==> config.mk <==
export PLATFORM = sky130hd
export DESIGN_NAME = jb_dl_dfe_tdm_s2p_align
export DESIGN_NICKNAME = d
export VERILOG_FILES = /design/src/rtl/jb_dl_dfe_tdm_s2p_align.sv
export SDC_FILE = /design/constraint.sdc
export NUM_CORES = 1
export LEC_CHECK = 0
export BUFFER_PORTS_ARGS = -buffer_cell sky130_fd_sc_hd__clkbuf_2
export CAP_MARGIN = 20
export CORE_AREA = 2 2 164 166
export DETAILED_ROUTE_END_ITERATION = 10
export DIE_AREA = 0 0 166 168
export PLACE_DENSITY = 0.56
export SLEW_MARGIN = 15
export SYNTH_ARGS = -nofsm -noshare
export SYNTH_HDL_FRONTEND = slang
export SYNTH_SLANG_ARGS = --single-unit
==> constraint.sdc <==
create_clock -name clk_4x -period 8.5 [get_ports clk_4x]
set_input_delay 0.425 -clock clk_4x [delete_from_list [all_inputs] [get_ports clk_4x]]
set_output_delay 0.425 -clock clk_4x [all_outputs]
set_load 0.1 [all_outputs]
==> src/rtl/jb_dl_dfe_tdm_s2p_align.sv <==
// ---------------------------------------------------------------------------
// jb_dl_dfe_tdm_s2p_align
//
// DL DFE front end: deserialises a 4x-rate TDM antenna-interleaved stream
// (s_tuser = antenna index) into N_ANTENNAS parallel, group-aligned samples.
// A complete group (indices 0..N-1 in order) is published on tdata_s2p with
// a one-cycle all-ones tvalid_s2p strobe, one clock after its last beat.
// Ordering is supervised: hunt for index 0, collect in order, time out on
// long idle gaps inside a group, count errors (saturating) and report lock
// after LOCK_GROUPS consecutive good groups.
//
// Ports
//   clk_4x      4x-rate clock, the only clock
//   rst_4x      asynchronous active-high reset
//   s_tvalid    input beat valid
//   s_tdata     input sample {Q,I}
//   s_tuser     antenna index of the beat
//   s_tready    input ready (low during reset, high from first clock after)
//   err_clr     synchronous clear of err_cnt / err_sticky
//   tvalid_s2p  group-valid strobe, all bits identical
//   tdata_s2p   aligned samples, index = antenna
//   lock        stream aligned
//   err_cnt     saturating alignment-error count
//   err_sticky  set on any error, cleared by err_clr
// ---------------------------------------------------------------------------
module jb_dl_dfe_tdm_s2p_align #(
    parameter int N_ANTENNAS  = 4,
    parameter int PRECISION   = 16,
    parameter int USR_ID_BW   = 2,
    parameter int LOCK_GROUPS = 4,
    parameter int GAP_MAX     = 3
) (
    input  logic                                    clk_4x,
    input  logic                                    rst_4x,
    input  logic                                    s_tvalid,
    input  logic [2*PRECISION-1:0]                  s_tdata,
    input  logic [USR_ID_BW-1:0]                    s_tuser,
    output logic                                    s_tready,
    input  logic                                    err_clr,
    output logic [N_ANTENNAS-1:0]                   tvalid_s2p,
    output logic [N_ANTENNAS-1:0][2*PRECISION-1:0]  tdata_s2p,
    output logic                                    lock,
    output logic [15:0]                             err_cnt,
    output logic                                    err_sticky
);

    localparam int SW    = 2 * PRECISION;
    localparam int GAP_W = $clog2(GAP_MAX + 2);

    localparam logic [USR_ID_BW-1:0] LAST_IDX    = USR_ID_BW'(N_ANTENNAS - 1);
    localparam logic [USR_ID_BW-1:0] IDX_ONE     = USR_ID_BW'(1);
    localparam logic [GAP_W-1:0]     GAP_LAST_OK = GAP_W'(GAP_MAX);
    localparam logic [GAP_W-1:0]     GAP_ONE     = GAP_W'(1);
    localparam logic [3:0]           LOCK_TARGET = 4'(LOCK_GROUPS);

    typedef enum logic {
        HUNT    = 1'b0,
        COLLECT = 1'b1
    } state_t;

    state_t                 state_reg, state_next;
    logic [USR_ID_BW-1:0]   exp_reg, exp_next;
    logic [GAP_W-1:0]       gap_reg, gap_next;
    logic                   ready_reg;
    logic [3:0]             good_reg, good_inc;

    logic                   accept;
    logic                   store_en;
    logic [USR_ID_BW-1:0]   store_idx;
    logic                   group_done;
    logic                   err_evt;

    logic [SW-1:0]                  slot_reg [N_ANTENNAS-1];
    logic [N_ANTENNAS-1:0][SW-1:0]  group_word;

    assign accept   = s_tvalid & ready_reg;
    assign s_tready = ready_reg;

    // ---------------- state register ----------------
    always_ff @(posedge clk_4x or posedge rst_4x) begin
        if (rst_4x) begin
            state_reg <= HUNT;
            exp_reg   <= '0;
            gap_reg   <= '0;
        end else begin
            state_reg <= state_next;
            exp_reg   <= exp_next;
            gap_reg   <= gap_next;
        end
    end

    // ---------------- action decode (FSM outputs) ----------------
    // In COLLECT, exp_reg == 0 means "between groups": a finished group has
    // just been published and nothing of the next one has arrived, so idle
    // cycles there are not gaps inside a group.
    always_comb begin
        store_en   = 1'b0;
        store_idx  = '0;
        group_done = 1'b0;
        err_evt    = 1'b0;
        case (state_reg)
            HUNT: begin
                if (accept && s_tuser == '0) begin
                    store_en = 1'b1;
                end
            end
            COLLECT: begin
                if (accept) begin
                    if (s_tuser == exp_reg) begin
                        store_en   = 1'b1;
                        store_idx  = exp_reg;
                        group_done = (exp_reg == LAST_IDX);
                    end else begin
                        err_evt = 1'b1;
                        // an out-of-order index 0 restarts a group at once
                        store_en = (s_tuser == '0);
                    end
                end else if (!s_tvalid && exp_reg != '0 && gap_reg == GAP_LAST_OK) begin
                    err_evt = 1'b1;
                end
            end
            default: ;
        endcase
    end

    // ---------------- next-state logic ----------------
    always_comb begin
        state_next = state_reg;
        exp_next   = exp_reg;
        gap_next   = gap_reg;
        case (state_reg)
            HUNT: begin
                gap_next = '0;
                if (store_en) begin
                    state_next = COLLECT;
                    exp_next   = IDX_ONE;
                end
            end
            COLLECT: begin
                if (accept) begin
                    gap_next = '0;
                    if (!err_evt) begin
                        exp_next = exp_reg + IDX_ONE;   // wraps to 0 after the last index
                    end else if (store_en) begin
                        exp_next = IDX_ONE;
                    end else begin
                        state_next = HUNT;
                        exp_next   = '0;
                    end
                end else if (!s_tvalid && exp_reg != '0) begin
                    if (err_evt) begin
                        state_next = HUNT;
                        exp_next   = '0;
                        gap_next   = '0;
                    end else begin
                        gap_next = gap_reg + GAP_ONE;
                    end
                end
            end
            default: begin
                state_next = HUNT;
            end
        endcase
    end

    // ---------------- sample slots ----------------
    // The last antenna is never stored: it is taken straight from the input
    // on the completing beat.
    genvar gi;
    generate
        for (gi = 0; gi < N_ANTENNAS - 1; gi++) begin : g_slot
            always_ff @(posedge clk_4x or posedge rst_4x) begin
                if (rst_4x) begin
                    slot_reg[gi] <= '0;
                end else if (store_en && store_idx == USR_ID_BW'(gi)) begin
                    slot_reg[gi] <= s_tdata;
                end
            end
            assign group_word[gi] = slot_reg[gi];
        end
    endgenerate

    assign group_word[N_ANTENNAS-1] = s_tdata;

    // ---------------- outputs, lock, errors ----------------
    assign good_inc = (good_reg == LOCK_TARGET) ? good_reg : good_reg + 4'd1;

    always_ff @(posedge clk_4x or posedge rst_4x) begin
        if (rst_4x) begin
            ready_reg  <= 1'b0;
            tvalid_s2p <= '0;
            tdata_s2p  <= '0;
            good_reg   <= '0;
            lock       <= 1'b0;
            err_cnt    <= '0;
            err_sticky <= 1'b0;
        end else begin
            ready_reg  <= 1'b1;
            tvalid_s2p <= {N_ANTENNAS{group_done}};
            if (group_done) begin
                tdata_s2p <= group_word;
            end

            if (err_evt) begin
                good_reg <= '0;
                lock     <= 1'b0;
            end else if (group_done) begin
                good_reg <= good_inc;
                lock     <= (good_inc == LOCK_TARGET);
            end

            // an error in the same cycle as err_clr wins: count restarts at 1
            if (err_evt) begin
                err_sticky <= 1'b1;
                if (err_clr) begin
                    err_cnt <= 16'd1;
                end else if (err_cnt != 16'hFFFF) begin
                    err_cnt <= err_cnt + 16'd1;
                end
            end else if (err_clr) begin
                err_cnt    <= '0;
                err_sticky <= 1'b0;
            end
        end
    end

endmodule

==> metrics.cfg, run 1 <==
[run_status]
status = complete, no violations

[power]
power_density_nw_per_um2 = 233.1
finalPower_mw = 2.847
ir_drop_mv = 0.1691
p_leak_nw = 6.637

[critical_path]
endpoint_kind = flop
critical-path-slowest-cell = or4_4
reg2reg_depth = 7
worstPathArrival_ps = 3970
max_stage_delay_ps = 820
cp_cell_sequence = xor2_2 > or4_4 > inv_4 > buf_4 > nand4_1 > nand3_1 > o31ai_1
crit_fanout = 70
required_ps = 8910
crit_type = reg2reg
rrSetupSlack_ps = 4940
worstSetupStartpointType = flop

[cells_and_area]
largest_register = tdata_s2p
drive_above_1_share_pct = 30.48
diodes = 0
multiInputGateArea_um2 = 3466
fillers = 2502
regArea_um2 = 6356
area_growth_syn_to_layout_pct = 21.23
layout.nets = 1158
largest_reg_flops = 128
final_cells = 1473
final_area_um2 = 12220

[placed_design]
dp_hpwl_um = 14560
gp_congestion = 0.7603
port_buffers = 188
placed_cell_area_um2 = 11300
place_inst = 1425
pre_cts_ws_ps = 4819

[sta]
worstMarginPinSlew_ps = 959.9
fmax_ghz = 0.2807
fin_crit_sh_pct = 41.91
relSlewSlack_pct = 36.01
setup_viol = 0
tns_ps = 0
rsz0062_at_grt = false
hold_violations = 0
worst_slack_ps = 4938
skew_ps = 8.948
period_needed_ps = 3562
slew_viol_final = 0

[yosys]
synth-async-reset-ratio_pct = 100.0
yosys.area.top_type_share_pct = 63.07
synthTopCellsByArea = dfrtp_1 (63%), nand2_1 (15%), mux2_2 (11%)
synth_area_um2 = 10080
synth_edf_count = 0
synthCells = 937
ys.flop_type = dfrtp_1
ys_warn_count = 0
ys_seq_elements = 254
avgSynthCellArea_um2 = 10.76
synth_cell_type_count = 40
syn_nets = 982
synth.largest_area_cell = dfrtp_1
ys_seq_area_share_pct = 63.07

[grt]
met2_usage_pct = 26.77
grt_pass1_vias = 6968
grt_busiest_layer = met2
grt_pass1_wl_um = 38740
met1_usage_pct = 24.56
grt_max_degree = 111
met3_usage_pct = 3.432
antenna_found_initial = 0
grt_util_all_layers_pct = 17.05
overflow = 0

[drt]
wl_per_cell_um = 16.07
post-route-drc-count = 0
drt_iter0_markers = 521
ant_nets = 0
routed_wl_um = 23670
vias = 7066
via_per_inst = 4.797
dr.pass1.iters = 4

[clock_network]
cts-buffers-inserted = 27
ctsHtreeMaxLevel = 1
root_buffer = clkbuf_16
cts_tree = yes
clk_latency_ps = 530
holdBufCountCts = 0
clkSinkCount = 254
cts.reportedPaths.clkPinSlew_ps = 60
post-cts-setup-buffers = 0
cts.repair.resized = 0
clock_path_buffers = 3

[floorplan]
die_w_um = 166
initial_core_util_pct = 38.25
die_h_um = 168
die_area_um2 = 27890
core_um2 = 26350
fp-row-count = 60
ios = 189

[job]
cap_violations = 0

[min_path]
min_path_type = in2async

[final timing paths]
path	to	from
min in group clk_4x	tdata_s2p[123]$_DFFE_PP0P_	s_tdata[27]
min	group_word[10]$_DFFE_PP0P_	rst_4x
max	good_reg[3]$_DFFE_PP0P_	exp_reg[0]$_DFFE_PP0P_
max reg2reg	good_reg[3]$_DFFE_PP0P_	exp_reg[0]$_DFFE_PP0P_
max in group asynchronous	tdata_s2p[49]$_DFFE_PP0P_	rst_4x
min reg2reg	tdata_s2p[29]$_DFFE_PP0P_	group_word[29]$_DFFE_PP0P_
[metal layers]
layer | vias up | part of all wire [%]
met4 | 0 | 1.6
met2 | 162 | 45
met5 | - | 0
met1 | 3470 | 48
met3 | 28 | 5.5
li1 | 3406 | -
[critical path, delay by kind of cell (launching register included)]
kind                      cells  cell delay [ps]
and+or+nand+nor               3             1160
AOI/OAI and AO/OA             1               70
buffers and inverters         2             1380
DFF                           1              510
xor gates and xnor gates      1              250
[metrics by stage]
step | util, % | hold WS [ps]
floorplan | - | 431.5
CTS | 46.37 | 98.26
finish | 46.37 | 58.93
detailed placement | 42.87 | 448.6
global placement | 42.87 | 443.7
global route | 46.37 | 127.5
[power breakdown]
part | leakage, nW | internal (mW) | total (mW) | switching, mW
sequential | 3.47 | 1.32 | 1.39 | 0.0676
clock | 0.452 | 0.735 | 1.21 | 0.478
combinational | 2.72 | 0.108 | 0.247 | 0.139
[cells in the final DEF, fill, tap and decap left out, types with 2 or more instances in the layout]
| cell | instances |
|---|---|
| and3_1 | 3 |
| nor4_1 | 4 |
| ha_1 | 7 |
| clkbuf_16 | 27 |
| a22o_1 | 2 |
| nor3_4 | 3 |
| nor2_1 | 14 |
| bufinv_16 | 3 |
| xnor2_1 | 4 |
| a21oi_1 | 7 |
| nand3_1 | 16 |
| or3_1 | 8 |
| clkinv_2 | 3 |
| o21ba_2 | 2 |
| clkbuf_1 | 5 |
| buf_4 | 7 |
| nand3b_1 | 3 |
| mux2_1 | 4 |
| clkbuf_8 | 7 |
| o31ai_1 | 4 |
| clkbuf_2 | 188 |
| o21ai_0 | 15 |
| mux2_2 | 94 |
| o22ai_1 | 2 |
| nand4_1 | 7 |
| nand2_1 | 399 |
| xor2_2 | 2 |
| dfrtp_1 | 254 |
| nor3_1 | 5 |
| mux2i_1 | 3 |
| nor2b_1 | 2 |
| inv_1 | 10 |
[cells by family (layout without fill, tap and decap cells)]
logic type | count (synthesis) | in the layout | share of synthesized area (%)
and+or+nand+nor | 469 | 469 | 18.87
DFF | 254 | 254 | 63.07
muxes | 101 | 101 | 11.25
buffers and inverters | 60 | 255 | 2.768
AOI/OAI and AO/OA | 38 | 38 | 2.384
adders and majority gates | 7 | 7 | 0.8690
xor gates and xnor gates | 7 | 7 | 0.7573
other | 1 | 1 | 0.03721
[synth_stat cells, drive strengths merged, types with 2 or more instances]
cell	n
ha	7
a21oi	7
and3	3
mux2	98
clkbuf	25
dfrtp	254
nor4	4
xnor2	4
o21ai	15
nor2b	2
or4	2
a22o	2
nand3	16
o22ai	2
nand3b	3
nand2	399
nor2	14
nand4	7
o31ai	4
xor2	3
o21ba	2
mux2i	3
nor3	9
or3	8
inv	12
buf	23
[cell type report]
cell class	instances	area share, %
clock inverter	9	1.065
tap	341	3.492
inverter	12	0.4506
multi-input combinational	623	28.37
sequential	254	52.02
clock buffer	39	6.472
timing repair buffer	195	8.131
Note: power is estimated with default switching activity, not from simulation.
==> run 2: changes to the inputs <==
--- a/config.mk
+++ b/config.mk
@@ -5,11 +5,12 @@
 export SDC_FILE = /design/constraint.sdc
 export NUM_CORES = 1
 export LEC_CHECK = 0
+export ABC_AREA = 1
 export BUFFER_PORTS_ARGS = -buffer_cell sky130_fd_sc_hd__clkbuf_2
 export CAP_MARGIN = 20
-export CORE_AREA = 2 2 164 166
+export CORE_AREA = 2 2 166 168
 export DETAILED_ROUTE_END_ITERATION = 10
-export DIE_AREA = 0 0 166 168
+export DIE_AREA = 0 0 168 170
 export PLACE_DENSITY = 0.56
 export SLEW_MARGIN = 15
 export SYNTH_ARGS = -nofsm -noshare
==> constraint.sdc (replaced) <==
create_clock -name clk_4x -period 3.45 [get_ports clk_4x]
set_input_delay 0.1725 -clock clk_4x [delete_from_list [all_inputs] [get_ports clk_4x]]
set_output_delay 0.1725 -clock clk_4x [all_outputs]
set_load 0.1 [all_outputs]
==> run 2 against run 1 <==
Effect of this change:
- routed wire length grew 8.2%
- combinational power rose to 6.0 times the previous value
- largest cell class unchanged
- non-clock buffer count rose by 30
- clock-buffer cell count is 4 higher
- synthesized area grew 2.2%
- first-iteration DRC count is 7.5% lower
- hold slack got worse by 47 ps
- total power rose to 2.7 times the previous value
- maximum frequency increased by 52%
==> metrics.cfg, run 2 <==
[clock_network]
post-cts-setup-buffers = 0
root_buffer = clkbuf_16
clock_path_buffers = 3
clk_latency_ps = 520
clkSinkCount = 254
cts-buffers-inserted = 27
cts_tree = yes
ctsHtreeMaxLevel = 1
cts.reportedPaths.clkPinSlew_ps = 60

[cells_and_area]
drive_above_1_share_pct = 21.01
layout_commonest_cell = nand2_1
multiInputGateArea_um2 = 3317
layout_common_cells = nand2_1 (499), dfrtp_1 (254), clkbuf_2 (188), inv_1 (62), o21ai_0 (62)
largest_register = tdata_s2p
layout.nets = 1359
area_growth_syn_to_layout_pct = 21.38
diodes = 0
largest_reg_flops = 128
regArea_um2 = 6356
final_area_um2 = 12500
fillers = 2574

[critical_path]
reg2reg_to = tdata_s2p[27]$_DFFE_PP0P_
required_ps = 3900
crit_type = reg2reg
cp_num_buf_inv = 3
reg2reg_from = exp_reg[0]$_DFFE_PP0P_
worstPathArrival_ps = 2790
cp_num_cells = 10
cp_cell_sequence = inv_2 > nand2_1 > nand2_1 > nand2_1 > nor2_4 > nand3_4 > inv_2 > buf_4 > nand2_1 > nand2_1
endpoint_kind = flop
crit_family = buffers and inverters
worstSetupStartpointType = flop
crit_fanout = 64
rrSetupSlack_ps = 1110
reg2reg_depth = 10
max_stage_delay_ps = 600
path_common_cell = nand2_1
critical-path-slowest-cell = buf_4

[yosys]
avgSynthCellArea_um2 = 9.247
ys_seq_area_share_pct = 61.70
ys_warn_count = 0
ys_seq_elements = 254
synth.largest_area_cell = dfrtp_1
synth_edf_count = 0
synthTopCellsByArea = dfrtp_1 (62%), nand2_1 (18%), o21ai_0 (3.0%)
synthCells = 1114
synth-async-reset-ratio_pct = 100.0
syn_nets = 1159
synth_common_cells = nand2_1 (499), dfrtp_1 (254), inv_1 (63)
yosys.area.top_type_share_pct = 61.70
synth.most_common_cell = nand2_1
ys.flop_type = dfrtp_1
synth_area_um2 = 10300
synth_cell_type_count = 30

[sta]
skew_ps = 10.88
setup_viol = 0
hold_violations = 0
rsz0062_at_grt = false
fmax_ghz = 0.4275
period_needed_ps = 2339
worst_slack_ps = 1111
fin_crit_sh_pct = 67.80
relSlewSlack_pct = 41.63
slew_viol_final = 0
worstMarginPinSlew_ps = 873.8
holdWs_ps = 11.88

[grt]
grt_pass1_wl_um = 41160
grt_pass1_vias = 7527
antenna_found_initial = 0
grt_max_degree = 145
overflow = 0
grt_util_all_layers_pct = 17.95

[placed_design]
placed_cell_area_um2 = 11440
gp_congestion = 0.8162
dp_hpwl_um = 16210
port_buffers = 188
pre_cts_ws_ps = 1087

[drt]
dr.pass1.iters = 5
post-route-drc-count = 0
ant_nets = 0
routed_wl_um = 25620
drt_iter0_markers = 482
vias = 7811
via_per_inst = 4.680
wl_per_cell_um = 15.35

[floorplan]
initial_core_util_pct = 38.65
core_um2 = 26650
die_w_um = 168
ios = 189
die_h_um = 170
fp-row-count = 60
die_area_um2 = 28560

[min_path]
hold_end = group_word[61]$_DFFE_PP0P_
min_from = s_tdata[29]
holdPathStages = 3
min_path_type = in2reg

[power]
ir_drop_mv = 0.3002
power_density_nw_per_um2 = 621.7
p_leak_nw = 6.826
finalPower_mw = 7.773

[job]
cap_violations = 0

[run_status]
status = complete, no violations

-- run 2: cell count changes in the layout (fill, tap and decap cells not counted), sizes merged, moves of 7 or more --
cell,before,now
dlygate4sd3,0,24
inv,13,67
mux2,98,0
nand2,399,501
nand3,16,32
nor2,14,21
o21ai,15,143
or3,8,0
-- run 2: kinds of logic (layout without fill, tap and decap cells) --
group,count (synthesis),count (layout),share of synthesized area (%)
fa+ha+maj,7,7,0.8502
xor+xnor,7,7,0.5952
buf+inv,122,336,6.219
flops,254,254,61.70
other cells,1,1,0.03640
compound gates,151,151,8.454
simple gates,572,572,22.14
-- run 2: worst max-delay path by stage --
stage | start | endpoint | slack [ps]
2_1_floorplan | rst_4x | err_cnt[0]$_DFFE_PP0P_ | -70
3_3_place_gp | exp_reg[0]$_DFFE_PP0P_ | tdata_s2p[10]$_DFFE_PP0P_ | 1140
3_5_place_dp | exp_reg[0]$_DFFE_PP0P_ | tdata_s2p[10]$_DFFE_PP0P_ | 1090
4_1_cts | exp_reg[0]$_DFFE_PP0P_ | tdata_s2p[10]$_DFFE_PP0P_ | 1090
5_1_grt | exp_reg[0]$_DFFE_PP0P_ | tdata_s2p[60]$_DFFE_PP0P_ | 880
6_report | exp_reg[0]$_DFFE_PP0P_ | tdata_s2p[27]$_DFFE_PP0P_ | 1110
-- run 2: where the power goes --
part | switching (mW) | leakage, nW | internal, mW
clock | 1.11 | 0.388 | 1.55
sequential | 0.248 | 3.46 | 3.37
combinational | 1.15 | 2.98 | 0.340
total | 2.51 | 6.83 | 5.26
-- run 2: routing by layer --
layer  share of wire (%)  GRT usage [%]
met4                 1.6          3.819
met2                  47          29.45
met3                 4.8          3.419
met5                   0              0
met1                  47          24.95
-- run 2: worst min-delay path: cells and delay by family --
family	cells	cell delay, ps
AO/OA/AOI/OAI	1	140
buffers and inverters	2	180
-- run 2: final cells by class --
| class | instances | share of cell area (%) |
|---|---|---|
| inverter | 68 | 2.071 |
| sequential | 254 | 50.84 |
| clock buffer | 43 | 6.364 |
| timing repair buffer | 225 | 10.79 |
| multi-input combinational | 738 | 26.53 |
| tap | 341 | 3.412 |
-- run 2: timing repair --
action / CTS / global route
hold buffers: 24 / 0
endpoints found under the hold margin: 89 / 0
resized for setup: 0 / 0
setup endpoints to repair: 0 / 0
-- run 2: metrics by stage --
stage	std cells	setup TNS (ps)	util (%)
6_report	1669	0	46.92
5_1_grt	1669	0	46.92
4_1_cts	1668	0	46.81
3_3_place_gp	1601	0	42.92
3_5_place_dp	1601	0	42.92
2_1_floorplan	1114	-16800	-
==> run 3: changes to the inputs <==
==> constraint.sdc (replaced) <==
create_clock -name clk_4x -period 2.3 [get_ports clk_4x]
set_input_delay 0.115 -clock clk_4x [delete_from_list [all_inputs] [get_ports clk_4x]]
set_output_delay 0.115 -clock clk_4x [all_outputs]
set_load 0.1 [all_outputs]
==> run 3 against run 2 <==
Effect of this change:
- total power rose by 53%
- critical path type unchanged
- via count rose by 0.83%
- clock skew fell by 4.6 ps
- global-route usage fell by 0.073 points
- final cell count rose by 1.6%
- hold slack improved by 110 ps
- combinational power rose by 53%
==> metrics.cfg, run 3 (synthesis results as in run 2) <==
[power]
sw_frac_of_total_pct = 32.34
p_clk_share_pct = 35.4
finalPower_mw = 11.91
p_leak_nw = 6.990
comb_power_share_pct = 19.1
power.switching_mw = 3.852
sequentialPowerShare_pct = 45.4
power_density_nw_per_um2 = 927.9
ir_drop_mv = 0.6135
internal_power_mw = 8.058

[cells_and_area]
layout.nets = 1380
layout_commonest_cell = nand2_1
area_growth_syn_to_layout_pct = 24.61
largest_register = tdata_s2p
layout_common_cells = nand2_1 (499), dfrtp_1 (254), clkbuf_2 (188), inv_1 (62), o21ai_0 (62)
fin_util_pct = 48.16
final_cells = 1695
diodes = 0
fillers = 2560
largest_reg_flops = 128
drive_above_1_share_pct = 22.38
final_area_um2 = 12840

[floorplan]
die_h_um = 170
initial_core_util_pct = 38.65
ios = 189
die_area_um2 = 28560
core_um2 = 26650
fp-row-count = 60
die_w_um = 168

[sta]
fmax_ghz = 0.4980
slew_viol_final = 0
worstMarginPinSlew_ps = 586.6
fin_crit_sh_pct = 87.31
holdWs_ps = 123.6
tns_ps = 0
skew_ps = 6.286
worst_slack_ps = 291.9
hold_violations = 0
relSlewSlack_pct = 61.06
period_needed_ps = 2008
rsz0062_at_grt = false
setup_viol = 0

[drt]
dr.pass1.iters = 4
wl_per_cell_um = 14.93
vias = 7876
ant_nets = 0
routed_wl_um = 25310
drt_iter0_markers = 559
post-route-drc-count = 0
via_per_inst = 4.647

[grt]
grt_pass1_wl_um = 41260
grt_pass1_vias = 7712
overflow = 0
antenna_found_initial = 0
grt_util_all_layers_pct = 17.87
grt_max_degree = 77

[critical_path]
crit_fanout = 18
crit_type = reg2reg
worstPathArrival_ps = 2400
worstSetupStartpointType = flop
endpoint_kind = flop
required_ps = 2690
rrSetupSlack_ps = 290

[clock_network]
clk_latency_ps = 520
clock_path_buffers = 3
cts-buffers-inserted = 27
ctsHtreeMaxLevel = 1
post-cts-setup-buffers = 0
cts.reportedPaths.clkPinSlew_ps = 60
clkSinkCount = 254
cts_tree = yes
root_buffer = clkbuf_16

[placed_design]
dp_hpwl_um = 16610
pre_cts_ws_ps = 293.7
gp_congestion = 0.8004
place_inst = 1612
port_buffers = 188
placed_cell_area_um2 = 11610

[min_path]
min_path_type = in2reg

[job]
cap_violations = 0

[run_status]
status = complete, no violations

## run 3: cell count changes in the layout (fill, tap and decap cells not counted)
cell / delta
clkbuf_1: -9
clkbuf_8: +4
dlygate4sd3_1: +11
buf_16: -1
clkinv_2: +7
buf_12: +7
buf_4: +4
clkinvlp_4: +2
clkinv_4: +1
## run 3: worst paths after layout
check                                      startpoint                   endpoint  cells after the start
setup / recovery               exp_reg[0]$_DFFE_PP0P_    err_cnt[12]$_DFFE_PP0P_                     10
hold / removal                             s_tuser[1]     exp_reg[1]$_DFFE_PP0P_                      7
setup reg to reg               exp_reg[0]$_DFFE_PP0P_    err_cnt[12]$_DFFE_PP0P_                     10
hold reg to reg            group_word[44]$_DFFE_PP0P_  tdata_s2p[44]$_DFFE_PP0P_                      2
max in group asynchronous                      rst_4x  tdata_s2p[70]$_DFFE_PP0P_                      5
min in group asynchronous                      rst_4x  tdata_s2p[47]$_DFFE_PP0P_                      3
## run 3: what timing repair did
item | 4_1_cts | 5_1_grt
gates resized for setup | 0 | 0
hold endpoints to repair | 173 | 0
hold buffers | 35 | 0
## run 3: final cells by class
class	instances	area [um^2]	area share [%]
Timing Repair Buffer	246	1602	12.48
Sequential cell	254	6356	49.52
Multi-Input combinational cell	738	3317	25.84
Tap cell	341	426.7	3.324
Inverter	68	259.0	2.018
Clock inverter	10	58.81	0.4581
Clock buffer	38	817.0	6.365
## run 3: power by group through the flow
stage	sequential (mW)	clock (mW)	combinational, mW
after floorplan	6.41	0	0.850
after global placement	5.47	0	2.23
after detailed placement	5.49	0	2.26
after CTS	5.41	4.34	2.31
after global routing	5.49	4.53	2.49
final	5.41	4.22	2.28
## run 3: layer usage
| layer | wire length [um] | up-vias | global-route usage (%) | share of wire, % |
|---|---|---|---|---|
| met3 | 1449 | 34 | 3.791 | 5.7 |
| li1 | - | 3940 | - | - |
| met5 | 0 | - | 0 | 0 |
| met1 | 11860 | 3708 | 25.01 | 47 |
| met2 | 11550 | 194 | 28.64 | 46 |
| met4 | 444 | 0 | 4.234 | 1.8 |
## run 3: worst max-delay path, cell delays in order, from the launching register on
cell,delay [ps]
dfrtp_1,460
inv_2,100
ha_1,210
nor2_1,170
nand2_1,70
nand2_1,120
nand3_2,120
nand2_1,110
nand2_2,220
inv_2,200
o21ai_0,100
